<file path="config.mk">
export PLATFORM = sky130hd
export DESIGN_NAME = vga_plot_scheduler
export DESIGN_NICKNAME = d
export VERILOG_FILES = /design/src/rtl/vga_plot_scheduler.sv
export SDC_FILE = /design/constraint.sdc
export NUM_CORES = 1
export LEC_CHECK = 0
export ABC_AREA = 1
export CORE_MARGIN = 3
export CORE_UTILIZATION = 46
export DETAILED_ROUTE_END_ITERATION = 8
export PLACE_DENSITY = 0.83
export SYNTH_ARGS = -nofsm -noshare
export SYNTH_HDL_FRONTEND = slang
export SYNTH_SLANG_ARGS = --single-unit
</file>
<file path="constraint.sdc">
create_clock -name clk -period 2.9 [get_ports clk]
set_input_delay 0.58 -clock clk [delete_from_list [all_inputs] [get_ports clk]]
set_output_delay 0.58 -clock clk [all_outputs]
set_load 0.005 [all_outputs]
</file>
<file path="src/rtl/vga_plot_scheduler.sv">
// Pixel-write scheduler for the 160x120 vga_adapter: arbitrates erase/head/food
// requests (fixed priority) and expands each into a 16-cycle 4x4 raster block write.
module vga_plot_scheduler #(
  parameter int X_MAX = 159,
  parameter int Y_MAX = 119
) (
  input  logic       clk,
  input  logic       resetn,
  input  logic       req_erase,
  input  logic [7:0] erase_x,
  input  logic [6:0] erase_y,
  input  logic       req_head,
  input  logic [7:0] head_x,
  input  logic [6:0] head_y,
  input  logic [2:0] head_c,
  input  logic       req_food,
  input  logic [7:0] food_x,
  input  logic [6:0] food_y,
  input  logic [2:0] food_c,
  output logic       ack_erase,
  output logic       ack_head,
  output logic       ack_food,
  output logic       done_erase,
  output logic       done_head,
  output logic       done_food,
  output logic       busy,
  output logic [7:0] x_out,
  output logic [6:0] y_out,
  output logic [2:0] c_out,
  output logic       plot
);

  typedef enum logic {
    S_IDLE = 1'b0,
    S_DRAW = 1'b1
  } state_e;

  typedef enum logic [1:0] {
    SRC_ERASE = 2'd0,
    SRC_HEAD  = 2'd1,
    SRC_FOOD  = 2'd2
  } src_e;

  localparam logic [8:0] X_LIM = 9'(X_MAX);
  localparam logic [7:0] Y_LIM = 8'(Y_MAX);

  state_e     state_q, state_d;
  src_e       src_q,   src_d;
  logic [3:0] cnt_q,   cnt_d;
  logic [7:0] bx_q,    bx_d;
  logic [6:0] by_q,    by_d;
  logic [2:0] col_q,   col_d;
  logic [2:0] ack_q,   ack_d;   // {food, head, erase}

  logic [8:0] px;
  logic [7:0] py;
  logic       last_pixel;

  // State register. Reset clears the whole job context so an interrupted
  // block is abandoned rather than resumed.
  // NOTE: sequential state uses non-blocking (<=) so every flop samples the
  // pre-edge value of its neighbours; blocking here would create races.
  always_ff @(posedge clk or negedge resetn) begin
    if (!resetn) begin
      state_q <= S_IDLE;
      src_q   <= SRC_ERASE;
      cnt_q   <= '0;
      bx_q    <= '0;
      by_q    <= '0;
      col_q   <= '0;
      ack_q   <= '0;
    end else begin
      state_q <= state_d;
      src_q   <= src_d;
      cnt_q   <= cnt_d;
      bx_q    <= bx_d;
      by_q    <= by_d;
      col_q   <= col_d;
      ack_q   <= ack_d;
    end
  end

  // Next-state and job-latch logic.
  // NOTE: every signal gets a default before the case so no path leaves it
  // unassigned -- that is what keeps always_comb from inferring a latch.
  always_comb begin
    state_d = state_q;
    src_d   = src_q;
    cnt_d   = cnt_q;
    bx_d    = bx_q;
    by_d    = by_q;
    col_d   = col_q;
    ack_d   = '0;

    unique case (state_q)
      S_IDLE: begin
        if (req_erase) begin
          src_d = SRC_ERASE;
          bx_d  = erase_x;
          by_d  = erase_y;
          col_d = 3'b000;
          ack_d = 3'b001;
        end else if (req_head) begin
          src_d = SRC_HEAD;
          bx_d  = head_x;
          by_d  = head_y;
          col_d = head_c;
          ack_d = 3'b010;
        end else if (req_food) begin
          src_d = SRC_FOOD;
          bx_d  = food_x;
          by_d  = food_y;
          col_d = food_c;
          ack_d = 3'b100;
        end

        if (req_erase || req_head || req_food) begin
          state_d = S_DRAW;
          cnt_d   = '0;
        end
      end

      S_DRAW: begin
        // Counter wraps 15 -> 0 on the exit edge, leaving IDLE with cnt = 0.
        cnt_d = cnt_q + 4'd1;
        if (cnt_q == 4'd15) begin
          state_d = S_IDLE;
        end
      end

      default: state_d = S_IDLE;
    endcase
  end

  // Pixel address is widened by one bit so off-screen pixels are detected
  // instead of wrapping back onto the visible area.
  assign px         = {1'b0, bx_q} + {7'b0, cnt_q[1:0]};
  assign py         = {1'b0, by_q} + {6'b0, cnt_q[3:2]};
  assign last_pixel = (cnt_q == 4'd15);

  // Output decode from registered state only.
  always_comb begin
    busy       = 1'b0;
    plot       = 1'b0;
    x_out      = '0;
    y_out      = '0;
    c_out      = '0;
    done_erase = 1'b0;
    done_head  = 1'b0;
    done_food  = 1'b0;

    if (state_q == S_DRAW) begin
      busy       = 1'b1;
      x_out      = px[7:0];
      y_out      = py[6:0];
      c_out      = col_q;
      plot       = (px <= X_LIM) && (py <= Y_LIM);
      done_erase = last_pixel && (src_q == SRC_ERASE);
      done_head  = last_pixel && (src_q == SRC_HEAD);
      done_food  = last_pixel && (src_q == SRC_FOOD);
    end
  end

  assign ack_erase = ack_q[0];
  assign ack_head  = ack_q[1];
  assign ack_food  = ack_q[2];

endmodule

</file>
==> key figures, run 1 <==
Power
  • NetSw: 1.173 mW
  • Part of the power in the clock network: 8.5%
  • Switch share: 41.15%
  • Cell Int Power: 1.677 mW
  • Pleak: 1.278 nW
  • Worst VDD drop: 0.5217 mV
  • Combinational power share: 64.6%
  • Pwr Density: 998.6 mW/mm^2
  • Reg power frac: 26.9%

Detailed routing
  • Via count: 1983
  • Vias/cell: 5.151
  • # DRC: 0
  • Wire length per cell: 13.31 um
  • Final ANT Viol Nets: 0
  • Detailed Route WL: 5.123 mm
  • Drt first pass iters: 4
  • Initial drt markers: 73

Global route
  • Vias in the first global route: 1942
  • Global-route wire length before repair: 8.431 mm
  • Pin count of the biggest net entering global routing: 34
  • Antenna violations before repair: 0
  • GRT Util Overall: 20.24%
  • GR Overflow Total: 0

Cells and area
  • Design area: 0.002854 sq mm
  • Register Area: 700.7 sq um
  • Nets: 399
  • Multi-input gate area: 0.001062 sq mm
  • Ant diodes: 0
  • Post-Layout Cell Count: 385
  • Fillers: 334
  • Final core area utilization: 70.34%
  • Synth-to-layout area growth: 46.03%
  • Share of cells above drive strength 1: 9.851%

Setup path
  • Setup CP Type: flip-flop to output port
  • CP bufs+invs: 1
  • Worst path slowest cell: clkdlybuf4s50_1
  • CP startpoint kind: flip-flop
  • CP max stage delay: 0.53 ns
  • Critical path required time: 2.32 ns
  • CP Data Arrival Time: 2.22 ns
  • Worst setup EP type: output port
  • Crit path max fanout: 4
  • Cell mode on critical path: nand2_1
  • Kind of cell adding the most delay to the critical path: adder cells
  • Crit-path cells: ha_2 -> fa_2 -> nand2_1 -> nor2_2 -> nand2_1 -> nand2_1 -> a21oi_1 -> clkdlybuf4s50_1

STA
  • Max Freq: 357.2 MHz
  • Max Slew Vio Count: 0
  • RSZ-0062 raised after global routing: no
  • Worst Skew: 0.002265 ns
  • Rel. slew slack: 69.58%
  • Setup TNS: 0 ns
  • Final setup vio count: 0
  • Worst-margin pin slew: 0.4563 ns
  • Final hold violation count: 0
  • Final min period: 2.799 ns
  • Final period utilization: 96.53%

Floorplanning
  • Die Area: 0.005067 sq mm
  • Die X: 71.18 um
  • Core footprint: 0.004058 sq mm
  • Die Height: 71.18 um
  • Starting density of the core: 48.17%
  • Io pins: 82
  • Row count: 23

Synthesis
  • Synthesized area: 0.001954 sq mm
  • Syn_area_per_cell: 7.664 sq um
  • YS warnings: 0
  • Number of synthesized register bits: 28
  • Seq/Total Area, Yosys: 35.85%
  • Post-Synthesis Cells: 255
  • Post-synthesis cell type count: 29
  • Synth top area share: 35.85%
  • Synthesized Nets: 318
  • Largest area contributor in the netlist: dfrtp_1
  • Largest cells by area after synthesis: dfrtp_1 36%, nand2_1 16%, a41oi_2 10%

Placed design
  • GP Congestion: 0.8183
  • DP Area: 0.002775 sq mm
  • Placed cells: 379
  • Hpwl dp: 3.819 mm
  • Port Buffers: 81

Run
  • MaxCap Viol Count: 0

Min path
  • Hold Path Class: flip-flop to flip-flop

CTS
  • CTS Buf Count: 3
  • Longest Clk Path Bufs: 2
  • CTS tree: built
  • Hold_buf cts: 0
  • Root Driver: clkbuf_8
  • # H-tree levels: 1
  • Reg clk slew, reported paths: 0.10 ns
  • Sink Count: 28
  • Clk_lat worst skew: 0.27 ns

Outcome
  • Status: finished clean
## cell families (layout without fill, tap and decap cells)
family / Yosys count / in the layout / share of synthesized area, %
simple gates: 138 / 138 / 28.81
buf+inv: 41 / 121 / 10.18
compound gates: 38 / 38 / 18.57
flops: 28 / 28 / 35.85
fa+ha+maj: 7 / 7 / 5.250
xor+xnor: 3 / 3 / 1.345
## timing repair
item                                    CTS  global route
buffers inserted                          1             1
gates cloned                              0             0
pin swaps                                 1             1
gates resized for setup                   3             2
endpoints found under the setup margin    2             2
## state kept, by name, summed over array words and instances, names as in the netlist
signal,cells
ack_q,3
bx_q,8
by_q,7
cnt_q,4
col_q,3
src_q,2
state_q,1
## through the flow
step	hold slack, ns	setup slack [ns]	power [mW]
3_5_place_dp	0.4743	0.1437	2.591
5_1_grt	0.5354	0.01549	3.115
2_1_floorplan	0.2844	0.7664	1.764
6_report	0.4957	0.1007	2.850
3_3_place_gp	0.4666	0.1971	2.545
4_1_cts	0.4975	0.007421	2.853
## worst reg2reg max path: cells and delay by family, from the launching register on
kind / cells / cell delay [ns]
compound gates: 2 / 0.19
buf+inv: 3 / 0.87
flops: 1 / 0.56
simple gates: 1 / 0.10
## routing by layer
layer  part of all wire (%)  global-route usage [%]  vias to the layer above  routed length (um)
li1                       -                       -                      992                   -
met4                   0.45                   3.549                        0                  23
met2                     50                   35.41                       69                2553
met5                      0                       0                        -                   0
met1                     43                   26.62                      918                2205
met3                    6.7                   3.267                        4                 341
## cell usage in the layout (no fill, tap or decap), drive strengths merged
cell,Yosys,layout
nor2,35,35
nand2,84,84
o22ai,1,1
nand4,3,3
a31oi,1,1
dlygate4sd2,0,1
nor4,1,1
a22oi,4,4
clkdlybuf4s50,0,79
dfrtp,28,28
ha,5,5
o32ai,1,1
xor2,1,1
dlymetal6s2s,0,1
nand3,13,13
o21bai,1,1
clkbuf,1,4
buf,11,7
nor3,2,2
a21oi,7,7
o21ai,9,9
xnor2,2,2
fa,2,2
inv,29,29
a41oi,14,14
## power groups by stage
| stage | combinational (mW) | sequential [mW] | clock [mW] |
|---|---|---|---|
| after floorplan | 1.05 | 0.711 | 0 |
| after global placement | 1.78 | 0.768 | 0 |
| after detailed placement | 1.81 | 0.784 | 0 |
| after CTS | 1.84 | 0.769 | 0.245 |
| after global routing | 2.05 | 0.799 | 0.265 |
| final | 1.84 | 0.766 | 0.243 |
## synth_stat cells (all sizes together)
cell type,instances
clkbuf,1
xnor2,2
nor2,35
xor2,1
nand4,3
a21oi,7
o21bai,1
a31oi,1
nor3,2
a41oi,14
fa,2
ha,5
o21ai,9
dfrtp,28
o32ai,1
nand2,84
inv,29
nor4,1
o22ai,1
buf,11
a22oi,4
nand3,13
## final timing paths
kind	cells after the start	from	to	slack, ns
setup / recovery	8	cnt_q[0]	x_out[6]	0.10
max in group asynchronous	2	resetn	by_q[6]	1.95
setup reg to reg	6	state_q	cnt_q[3]	1.06
hold / removal	2	col_q[2]	col_q[2]	0.50
min in group asynchronous	2	resetn	bx_q[6]	0.68
hold reg to reg	2	col_q[2]	col_q[2]	0.50
## area by class of cell
cell class / instances / share of cell area [%]
Inverter: 29 / 3.814
Timing Repair Buffer: 88 / 30.29
Tap cell: 50 / 2.192
Sequential cell: 28 / 24.55
Multi-Input combinational cell: 186 / 37.22
Clock buffer: 4 / 1.929
(Power assumes the default switching activity.)
==> inputs of run 2 (changes only) <==
==> constraint.sdc (replaced) <==
create_clock -name clk -period 3.5 [get_ports clk]
set_input_delay 0.7 -clock clk [delete_from_list [all_inputs] [get_ports clk]]
set_output_delay 0.7 -clock clk [all_outputs]
set_load 0.005 [all_outputs]
==> run 2 against run 1 <==
Net effect: worst hold slack better by 0.0039 ns; count of clock-buffer cells in the layout fell by 1; combinational power is 18% lower; clock skew is 0.0019 ns higher; sequential share of layout area grew 0.065 points; global-route usage up 0.57 points; worst setup slack better by 0.22 ns; register-to-register slack better by 0.75 ns; largest power group unchanged.
==> key figures, run 2 (synthesis results as in run 1) <==
STA
  • RSZ-0062 raised after global routing: no
  • Max Freq: 315.0 MHz
  • Max Slew Vio Count: 0 (unchanged)
  • Final min period: 3.174 ns
  • Setup TNS: 0 ns (unchanged)
  • Final period utilization: 90.70%
  • Worst Skew: 0.004215 ns (+0.001950 ns)
  • Final setup vio count: 0 (unchanged)
  • Worst-margin pin slew: 0.5529 ns (+0.09658 ns)
  • Setup ws final: 0.3257 ns (+0.2249 ns)
  • Final hold violation count: 0 (unchanged)
  • Rel. slew slack: 63.06% (-6.5 points)

Floorplanning
  • Starting density of the core: 48.17% (unchanged)
  • Die X: 71.18 um (unchanged)
  • Die Height: 71.18 um (unchanged)
  • Core footprint: 0.004058 sq mm (unchanged)
  • Row count: 23 (unchanged)
  • Die Area: 0.005067 sq mm (unchanged)
  • Io pins: 82 (unchanged)

Power
  • Pleak: 1.268 nW (-0.80%)
  • Worst VDD drop: 0.4482 mV (-14%)
  • Pwr Density: 842.6 mW/mm^2 (-16%)

Cells and area
  • Largest registers: bx_q x8, by_q x7, cnt_q x4
  • Synth-to-layout area growth: 45.65%
  • Largest Register: bx_q
  • Nets: 397 (-0.50%)
  • Share of cells above drive strength 1: 8.408% (-1.4 points)
  • Post-Layout Cell Count: 383 (-0.52%)
  • Ant diodes: 0 (unchanged)
  • Commonest non-fill, non-tap cell in the layout: nand2_1
  • Most frequent cells in the layout: 84 x nand2_1, 81 x clkdlybuf4s50_1, 33 x nor2_1, 28 x dfrtp_1, 26 x inv_1
  • Max reg flops: 8 (unchanged)

Global route
  • Pin count of the biggest net entering global routing: 29 (-15%)
  • Antenna violations before repair: 0 (unchanged)
  • GR Overflow Total: 0 (unchanged)
  • Global-route wire length before repair: 8.659 mm (+2.7%)
  • GRT Util Overall: 20.81% (+0.57 points)
  • Vias in the first global route: 1997 (+2.8%)

CTS
  • # H-tree levels: 1 (unchanged)
  • Root Driver: clkbuf_8
  • Longest Clk Path Bufs: 2 (unchanged)
  • Reg clk slew, reported paths: 0.10 ns (about the same)
  • PostCTS Resize Cnt: 0 (-3)
  • CTS tree: built
  • CTS Buf Count: 3 (unchanged)
  • Post-CTS Setup Repair Bufs: 0 (-1)
  • Sink Count: 28 (unchanged)
  • Clk_lat worst skew: 0.28 ns (about the same)
  • Hold_buf cts: 0 (unchanged)

Placed design
  • Setup WS pre-CTS: 0.6594 ns (+0.5157 ns)
  • Port Buffers: 81 (unchanged)
  • Placed cells: 379 (unchanged)
  • Hpwl dp: 3.850 mm (+0.80%)
  • GP Congestion: 0.7920 (-3.2%)

Setup path
  • CP max stage delay: 0.52 ns (about the same)
  • CP Data Arrival Time: 2.47 ns (+0.25 ns)
  • FF-to-FF path depth: 4 (-2)
  • Critical path required time: 2.80 ns (+0.48 ns)
  • CP startpoint kind: flip-flop
  • Cell mode on critical path: nor2_1
  • Crit path max fanout: 5 (+1)
  • Worst setup EP type: output port
  • Worst path slowest cell: clkdlybuf4s50_1
  • Setup CP Type: flip-flop to output port
  • Crit-path cells: ha_1 -> fa_1 -> nand2_1 -> nor2_2 -> nand3_1 -> nand2_1 -> nor2_1 -> nor2_1 -> nor2_1 -> clkdlybuf4s50_1

Detailed routing
  • Final ANT Viol Nets: 0 (unchanged)
  • Via count: 1973 (-0.50%)
  • Wire length per cell: 13.15 um (-1.1%)
  • Drt first pass iters: 4 (unchanged)
  • Vias/cell: 5.151 (about the same)
  • Detailed Route WL: 5.038 mm (-1.7%)
  • Initial drt markers: 116 (+59%)
  • # DRC: 0 (unchanged)

Run
  • MaxCap Viol Count: 0 (unchanged)

Min path
  • Hold Path Depth: 2 (unchanged)
  • Hold Path Class: flip-flop to flip-flop

Outcome
  • Status: finished clean
run 2: cell count changes in the layout (fill, tap and decap cells not counted), sizes merged:
cell	change
clkbuf	-1
dlymetal6s2s	-1
bufinv	+1
clkdlybuf4s50	+2
dlygate4sd2	-1
buf	-2
run 2: power breakdown:
part / internal (mW) / leakage [nW] / total (mW) / switching [mW]
logic: 0.809 / 0.900 / 1.50 / 0.696
registers: 0.471 / 0.332 / 0.636 / 0.165
clock network: 0.153 / 0.0357 / 0.258 / 0.105
total: 1.43 / 1.27 / 2.40 / 0.966
run 2: path summary, 6_finish.rpt:
kind | from | endpoint | slack [ns]
min in group asynchronous | resetn | bx_q[3] | 0.81
worst min-delay path | col_q[2] | col_q[2] | 0.50
worst min register to register | col_q[2] | col_q[2] | 0.50
worst max-delay path | cnt_q[0] | plot | 0.33
max in group asynchronous | resetn | bx_q[6] | 2.42
worst max register to register | state_q | bx_q[0] | 1.81
run 2: final cells by class:
cell class / count / area, sq um
clock buffer: 3 / 41.29
inverter: 29 / 108.9
fill: 323 / 1211
tap: 50 / 62.56
multi-input combinational: 186 / 1055
timing repair buffer: 86 / 848.3
clock inverter: 1 / 30.03
sequential: 28 / 700.7
run 2: through the flow:
step	hold slack, ns	area [sq um]	power, mW	utilization [%]
after floorplan	0.4044	1954	1.462	-
final	0.4996	2846	2.399	70.15
after detailed placement	0.4781	2775	2.141	68.39
after global routing	0.5299	2846	2.628	70.15
after global placement	0.4655	2775	2.107	68.39
after CTS	0.5036	2846	2.416	70.15
run 2: metal layers:
metal  track usage (%)  part of all wire [%]  vias up
li1                  -                     -      989
met1             26.46                    44      914
met2             37.65                    49       66
met3             1.847                   6.7        4
met4             5.428                  0.81        0
met5                 0                     0        -
run 2: worst max-delay path: cells and delay by family (launching register included):
kind	cells	cell delay [ns]
buffers and inverters	1	0.52
AND/OR/NAND/NOR	7	0.56
flip-flops	1	0.44
adder cells (fa/ha/maj)	2	0.69
